### config.mk
export PLATFORM = sky130hd
export DESIGN_NAME = hit_manager
export DESIGN_NICKNAME = d
export VERILOG_FILES = /design/src/rtl/hit_manager.sv
export SDC_FILE = /design/constraint.sdc
export NUM_CORES = 1
export LEC_CHECK = 0
export CORE_MARGIN = 4
export CORE_UTILIZATION = 56
export DETAILED_ROUTE_END_ITERATION = 6
export PLACE_DENSITY_LB_ADDON = 0.3
export SLEW_MARGIN = 20
export SYNTH_ARGS = -nofsm -noshare
export SYNTH_HDL_FRONTEND = slang
export SYNTH_SLANG_ARGS = --single-unit
### constraint.sdc
create_clock -name clk -period 3.6 [get_ports clk]
set_input_delay 0.36 -clock clk [delete_from_list [all_inputs] [get_ports clk]]
set_output_delay 0.36 -clock clk [all_outputs]
set_load 0.005 [all_outputs]
### src/rtl/hit_manager.sv
// Player hit bookkeeping: folds per-pixel collision flags into at most one hit
// per video frame, tracks lives, post-hit invulnerability and game-over.
module hit_manager #(
  parameter int INIT_LIVES   = 3,
  parameter int LIVES_W      = 3,
  parameter int GRACE_FRAMES = 60,
  parameter int GRACE_W      = 6
) (
  input  logic               clk,
  input  logic               reset,
  input  logic               startOfFrame,
  input  logic               collision,
  input  logic               start,
  output logic               hit_pulse,
  output logic [LIVES_W-1:0] lives,
  output logic [7:0]         hit_count,
  output logic               invulnerable,
  output logic               game_over,
  output logic               playing,
  output logic [1:0]         state_dbg
);

  typedef enum logic [1:0] {
    ST_IDLE  = 2'd0,
    ST_PLAY  = 2'd1,
    ST_GRACE = 2'd2,
    ST_OVER  = 2'd3
  } state_e;

  localparam logic [LIVES_W-1:0] INIT_L  = LIVES_W'(INIT_LIVES);
  localparam logic [GRACE_W-1:0] GRACE_L = GRACE_W'(GRACE_FRAMES);

  state_e             state_q, state_d;
  logic [LIVES_W-1:0] lives_q, lives_d;
  logic [7:0]         hit_count_q, hit_count_d;
  logic [GRACE_W-1:0] grace_cnt_q, grace_cnt_d;
  logic               frame_hit_q, frame_hit_d;
  logic               hit_pulse_q, hit_pulse_d;
  logic               invulnerable_q, invulnerable_d;
  logic               game_over_q, game_over_d;
  logic               playing_q, playing_d;

  // State register: every flop, including the registered output decodes.
  always_ff @(posedge clk) begin
    if (reset) begin
      state_q        <= ST_IDLE;
      lives_q        <= INIT_L;
      hit_count_q    <= 8'd0;
      grace_cnt_q    <= '0;
      frame_hit_q    <= 1'b0;
      hit_pulse_q    <= 1'b0;
      invulnerable_q <= 1'b0;
      game_over_q    <= 1'b0;
      playing_q      <= 1'b0;
    end else begin
      state_q        <= state_d;
      lives_q        <= lives_d;
      hit_count_q    <= hit_count_d;
      grace_cnt_q    <= grace_cnt_d;
      frame_hit_q    <= frame_hit_d;
      hit_pulse_q    <= hit_pulse_d;
      invulnerable_q <= invulnerable_d;
      game_over_q    <= game_over_d;
      playing_q      <= playing_d;
    end
  end

  // Next-state and datapath updates. A frame's hit is judged on the strobe
  // that closes it, using the accumulator value from before that edge.
  always_comb begin
    state_d     = state_q;
    lives_d     = lives_q;
    hit_count_d = hit_count_q;
    grace_cnt_d = grace_cnt_q;
    hit_pulse_d = 1'b0;

    case (state_q)
      ST_IDLE, ST_OVER: begin
        if (start) begin
          state_d     = ST_PLAY;
          lives_d     = INIT_L;
          hit_count_d = 8'd0;
          grace_cnt_d = '0;
        end
      end
      ST_PLAY: begin
        if (startOfFrame && frame_hit_q) begin
          hit_pulse_d = 1'b1;
          hit_count_d = (hit_count_q == 8'hFF) ? 8'hFF : hit_count_q + 8'd1;
          if (lives_q <= LIVES_W'(1)) begin
            state_d = ST_OVER;
            lives_d = '0;
          end else begin
            lives_d = lives_q - LIVES_W'(1);
            if (GRACE_FRAMES != 0) begin
              state_d     = ST_GRACE;
              grace_cnt_d = GRACE_L;
            end
          end
        end
      end
      ST_GRACE: begin
        if (startOfFrame) begin
          if (grace_cnt_q <= GRACE_W'(1)) begin
            state_d     = ST_PLAY;
            grace_cnt_d = '0;
          end else begin
            grace_cnt_d = grace_cnt_q - GRACE_W'(1);
          end
        end
      end
      default: state_d = ST_IDLE;
    endcase

    // A collision on the strobe cycle belongs to the frame just starting.
    frame_hit_d = frame_hit_q;
    if (startOfFrame) begin
      frame_hit_d = collision && (state_d == ST_PLAY);
    end else if (collision && (state_q == ST_PLAY)) begin
      frame_hit_d = 1'b1;
    end
  end

  // Output decode from the upcoming state so the flags are plain flops.
  always_comb begin
    invulnerable_d = (state_d == ST_GRACE);
    game_over_d    = (state_d == ST_OVER);
    playing_d      = (state_d == ST_PLAY) || (state_d == ST_GRACE);
  end

  assign hit_pulse    = hit_pulse_q;
  assign lives        = lives_q;
  assign hit_count    = hit_count_q;
  assign invulnerable = invulnerable_q;
  assign game_over    = game_over_q;
  assign playing      = playing_q;
  assign state_dbg    = state_q;

endmodule
=== Word level (Yosys, flattened, before mapping) ===
Index checks and enable logic that the tools add are counted.

* Register bits after elaboration: 24
* Output and inout port bits: 17

* $add $sub $neg: 3
* Order comparisons: 2
* Eq/ne operators: 11
* Multiplexer cells: 23
* Bitwise gates (word level): 1
* Reduce and logical (&&, ||, !) cells: 11

{| class="wikitable"
|+ Operator list
! operator !! number
|-
| 6-bit two-way mux || 5
|-
| 8-bit two-way mux || 3
|-
| 6-bit one-hot mux with 3 select lines || 1
|-
| 8-bit one-hot mux with 2 select lines || 1
|-
| 3-bit two-way mux || 3
|-
| 8-bit by 1-bit adder with 8-bit output, second input constant || 1
|-
| 2-bit == test, second input constant || 4
|-
| 8-bit == test, second input constant || 1
|-
| 2-bit two-way mux || 4
|-
| 2-bit != test, second input constant || 4
|-
| 6-bit by 1-bit <= comparator with 1-bit output, second input constant || 1
|-
| 2-bit one-hot mux with 3 select lines || 1
|-
| 3-bit one-hot mux with 2 select lines || 1
|-
| 6-bit by 1-bit subtractor with 6-bit output, second input constant || 1
|-
| 2-bit by 1-bit == test with 1-bit output, second input constant || 2
|-
| 1-bit two-way mux || 4
|-
| 4-bit AND reduction || 1
|-
| 2-bit nonzero test || 2
|-
| 2-bit OR reduction || 2
|-
| 3-bit by 1-bit <= comparator with 1-bit output, second input constant || 1
|-
| 1-bit logical AND || 3
|-
| 3-bit AND reduction || 1
|-
| 3-bit by 1-bit subtractor with 3-bit output, second input constant || 1
|-
| 2-bit logical NOT || 1
|-
| 2 further kinds || 2
|}

=== Depth between registers and ports, before layout ===
* Depth after elaboration: 7
* Depth in mapped cells: 9

=== Worst setup path after synthesis ===
Ideal clock, no wire load.

* Path type: register -> register
* Start point: reg grace_cnt_q[0]
* End point: reg playing_q, in the netlist playing
* Arrival time: 1.919 ns
* Required time: 3.472 ns
* Slack: 1.553 ns
* Stages on the path, launching flop included: 9
* Buffers on the path: 0
* Cell sequence: dfxtp_1 -> inv_1 -> ha_1 -> o21ba_2 -> a32o_1 -> a211oi_1 -> nor2_1 -> ha_1 -> nor2b_1

* Cells in the longest elaborated chain, start to end: 6
* Elaborated cells on any way between the ends: 7

{| class="wikitable"
|+ Ends and longest elaborated chain
! element !! line !! source
|-
| start: declaration || 36 || <nowiki>logic [GRACE_W-1:0] grace_cnt_q, grace_cnt_d;</nowiki>
|-
| start signal: assignment || 59 || <nowiki>grace_cnt_q <= grace_cnt_d;</nowiki>
|-
| 6-bit by 1-bit <= comparator with 1-bit output * || 104 || <nowiki>if (grace_cnt_q <= GRACE_W'(1)) begin</nowiki>
|-
| 2-bit two-way mux * || 104 ||
|-
| 2-bit two-way mux * || 103 || <nowiki>if (startOfFrame) begin</nowiki>
|-
| 2-bit one-hot mux with 3 select lines * || 77 || <nowiki>case (state_q)</nowiki>
|-
| named net state_d[0] || 33 || <nowiki>state_e state_q, state_d;</nowiki>
|-
| 2-bit by 1-bit == test with 1-bit output or 2-bit == test (tied branches) || 128 || <nowiki>playing_d = (state_d == ST_PLAY) || (state_d == ST_GRACE);</nowiki>
|-
| 1-bit logical OR * || 128 ||
|-
| named net playing_d || 41 || <nowiki>logic playing_q, playing_d;</nowiki>
|-
| end signal: assignment || 64 || <nowiki>playing_q <= playing_d;</nowiki>
|-
| end: declaration || 41 ||
|}

The timed path passes the listed nets; every way through them passes the cells marked *.
A chain may end at the register's enable or synchronous reset.

=== Worst setup path after layout ===
* Start point: reg state_q[0], in the netlist state_dbg[0]
* End point: reg playing_q, in the netlist playing

* Cells in the longest elaborated chain, start to end: 5
* Elaborated cells on any way between the ends: 13

{| class="wikitable"
|+ Ends and longest elaborated chain
! element !! line !! source
|-
| start: declaration || 33 ||
|-
| start signal: assignment || 56 || <nowiki>state_q <= state_d;</nowiki>
|-
| 2-bit == test or 2-bit logical NOT (tied branches) || 77 ||
|-
| 2-bit OR reduction || 77 ||
|-
| 2-bit one-hot mux with 3 select lines * || 77 ||
|-
| named net state_d[1] || 33 ||
|-
| 2-bit by 1-bit == test with 1-bit output or 2-bit == test (tied branches) || 128 ||
|-
| 1-bit logical OR * || 128 ||
|-
| named net playing_d || 41 ||
|}

Marked as above.

==> flow_metrics.py <==
metrics = {
    "power": {
        "clkPwrFrac_pct": 32.6,
        "worst_ir_drop_vdd_mv": 0.2436,
        "power.internal_uw": 437.5,
        "p_leak_uw": 0.0006172,
        "p_sw_uw": 157.5,
        "powerDensity_nw_per_um2": 360.0,
        "p_seq_share_pct": 48.1,
        "combinationalPowerShare_pct": 19.3,
        "swShare_pct": 26.47,
    },
    "placement": {
        "placed_area_um2": 1600,
        "dp_hpwl_um": 2401,
        "io_buffers": 21,
        "gp_congestion": 0.9321,
    },
    "critical_path": {
        "cp_max_fo": 16,
        "worstSetupPathType": "reg -> reg",
        "reg2reg_to": "playing",
        "worst-r2r-cell-count": 7,
        "arrival_ps": 2540,
        "worstSetupEndpointType": "flip-flop",
        "cp-startpoint": "state_dbg[0]",
        "cp-start-kind": "flip-flop",
        "rrSetupSlack_ps": 1250,
        "rr_startpoint": "state_dbg[0]",
        "required_ps": 3790,
    },
    "yosys": {
        "syn_area_um2": 1378,
        "synth_top_area_cell": "dfxtp_1",
        "async_flop_share_pct": 0,
        "synth_top_area_share_pct": 34.88,
        "synthTopCellsByCount": "dfxtp_1 (24), inv_1 (13), nor2_1 (13)",
        "synth_seq_area_share_pct": 34.88,
        "synth_area_leaders": "dfxtp_1 (35%), ha_1 (9.1%), a21oi_1 (4.4%)",
        "synth-seq-cells": 24,
        "synthCells": 169,
        "synth_most_common_cell": "dfxtp_1",
        "synth_cell_types": 44,
        "synth_edf_count": 0,
        "yosys_warnings": 0,
        "syn_nets": 184,
        "synth-main-ff-cell": "dfxtp_1",
        "avgSynthCellArea_um2": 8.151,
    },
    "cells_and_area": {
        "diodes": 0,
        "n_fill_cell": 181,
        "nets": 205,
        "design_area_um2": 1653,
        "syn_to_final_growth_pct": 19.98,
        "drive_above_1_share_pct": 4.762,
    },
    "route": {
        "avgRoutedWirePerCell_um": 15.00,
        "firstDrtPassIters": 4,
        "num_vias": 1376,
        "remaining_drc_errors": 0,
        "avgViaCountPerCell": 6.341,
        "ant_nets": 0,
        "wirelength_um": 3256,
        "detail_route.iter0.violations": 57,
    },
    "clock_network": {
        "clk_pin_slew_ps": 130,
        "worstSkewPairLatency_ps": 310,
        "clock_path_buffers": 2,
        "hold_buffers": 0,
        "cts_resized": 0,
        "cts_inserted_buffers": 3,
        "cts_tree": "yes",
        "clock-sinks": 24,
        "post-cts-setup-buffer-count": 0,
        "clockRootBuffer": "clkbuf_4",
        "cts_htree_levels": 1,
    },
    "worst_hold_path": {
        "min_from": "grace_cnt_q[1]",
        "hold_path.class": "reg -> reg",
        "worstHoldPathCells": 2,
        "hold-path-endpoint": "grace_cnt_q[1]",
    },
    "global_routing": {
        "grt_pass1_vias": 1275,
        "track_usage_pct": 21.08,
        "antenna_found_initial": 0,
        "grt_pass1_wl_um": 5595,
        "grt_overflow": 0,
        "grt_max_degree": 22,
    },
    "floorplanning": {
        "ios": 22,
        "fp.coreArea_um2": 2276,
        "die_h_um": 57.60,
        "rows": 17,
        "die_area_um2": 3317,
        "initial_core_util_pct": 60.53,
        "dieWidth_um": 57.60,
    },
    "sta": {
        "rsz0062_at_grt": "false",
        "setup_viol": 0,
        "slew_violations": 0,
        "finalSetupTns_ps": 0,
        "finalCritPeriodShare_pct": 65.33,
        "relSlewSlack_pct": 48.78,
        "hold_viol": 0,
        "period_minus_slack_ps": 2352,
        "fin_worst_skew_ps": 1.017,
        "fmax_mhz": 425.2,
        "tightest_slew_ps": 765.8,
    },
    "outcome": {
        "status": "completed",
    },
    "run": {
        "cap_violations": 0,
    },
}
placed cells by master (no fill, tap or decap), types with 2 or more instances in the layout:
cell,count
a211oi_1,5
a31oi_1,4
and3_1,3
nor2_1,13
a22oi_1,2
a211o_1,2
dfxtp_1,24
or3_1,3
clkdlybuf4s50_1,21
nand3_1,8
clkbuf_4,3
ha_1,10
inv_1,13
nand2_1,8
o21ai_0,12
o221ai_1,3
nor3_1,7
nand2b_1,2
o21bai_1,2
nor2b_1,6
a21oi_1,12
nand4_1,2
a311oi_1,2
worst max-delay path by stage:
| stage | slack (ps) | to |
|---|---|---|
| floorplan | 1550 | playing |
| global placement | 1350 | frame_hit_q |
| detailed placement | 1200 | playing |
| CTS | 1250 | playing |
| global route | 950 | playing |
| finish | 1250 | playing |
state kept, by name, indices dropped and copies added, names as in the netlist:
register,flops
frame_hit_q,1
grace_cnt_q,6
invulnerable,1
hit_count,8
playing,1
state_dbg,2
lives,3
game_over,1
hit_pulse,1
worst max-delay path: stages (launching register included):
cell      delay [ps]
dfxtp_1          440
ha_1             510
nand3_1          320
o21ai_0          210
o311ai_0         230
inv_1            160
ha_1             240
nor2b_1          120
per-stage QoR:
stage | utilization, % | power, µW | worst slack, ps | hold WS, ps | instances
finish | 72.62 | 595.0 | 1248 | 503.0 | 217
CTS | 72.62 | 600.0 | 1248 | 501.9 | 217
global placement | 70.31 | 398.9 | 1346 | 476.1 | 213
global route | 72.62 | 631.9 | 947.8 | 535.6 | 217
floorplan | - | 369.2 | 1553 | 462.4 | 169
detailed placement | 70.31 | 405.6 | 1203 | 483.5 | 213
layout make-up:
| type | count | area [µm²] | share of cell area, % |
|---|---|---|---|
| Inverter | 13 | 48.80 | 2.952 |
| Clock inverter | 1 | 30.03 | 1.817 |
| Timing Repair Buffer | 21 | 210.2 | 12.72 |
| Multi-Input combinational cell | 127 | 825.8 | 49.96 |
| Sequential cell | 24 | 480.5 | 29.07 |
| Tap cell | 28 | 35.03 | 2.120 |
| Clock buffer | 3 | 22.52 | 1.363 |
layer usage:
layer / vias up / share of wire (%) / GRT usage, % / routed length (µm)
met5: - / 0 / 0 / 0
met4: 0 / 1.1 / 9.603 / 37
met3: 8 / 6.4 / 3.620 / 209
met2: 63 / 47 / 34.19 / 1545
met1: 645 / 45 / 27.09 / 1464
li1: 660 / - / - / -
logic make-up (layout without fill, tap and decap cells):
| group | count (synthesis) | after routing | share of synthesized area (%) |
|---|---|---|---|
| compound gates | 53 | 53 | 25.43 |
| fa+ha+maj | 10 | 10 | 9.083 |
| buf+inv | 18 | 38 | 5.177 |
| flops | 24 | 24 | 34.88 |
| mux | 1 | 1 | 0.7266 |
| simple gates | 63 | 63 | 24.71 |
power by group through the flow:
stage / clock network [µW] / registers, µW / logic, µW
CTS: 199 / 286 / 115
detailed placement: 0 / 292 / 114
finish: 194 / 286 / 115
global placement: 0 / 291 / 108
global route: 214 / 288 / 130
floorplan: 0 / 290 / 78.9
(Power assumes the default switching activity.)
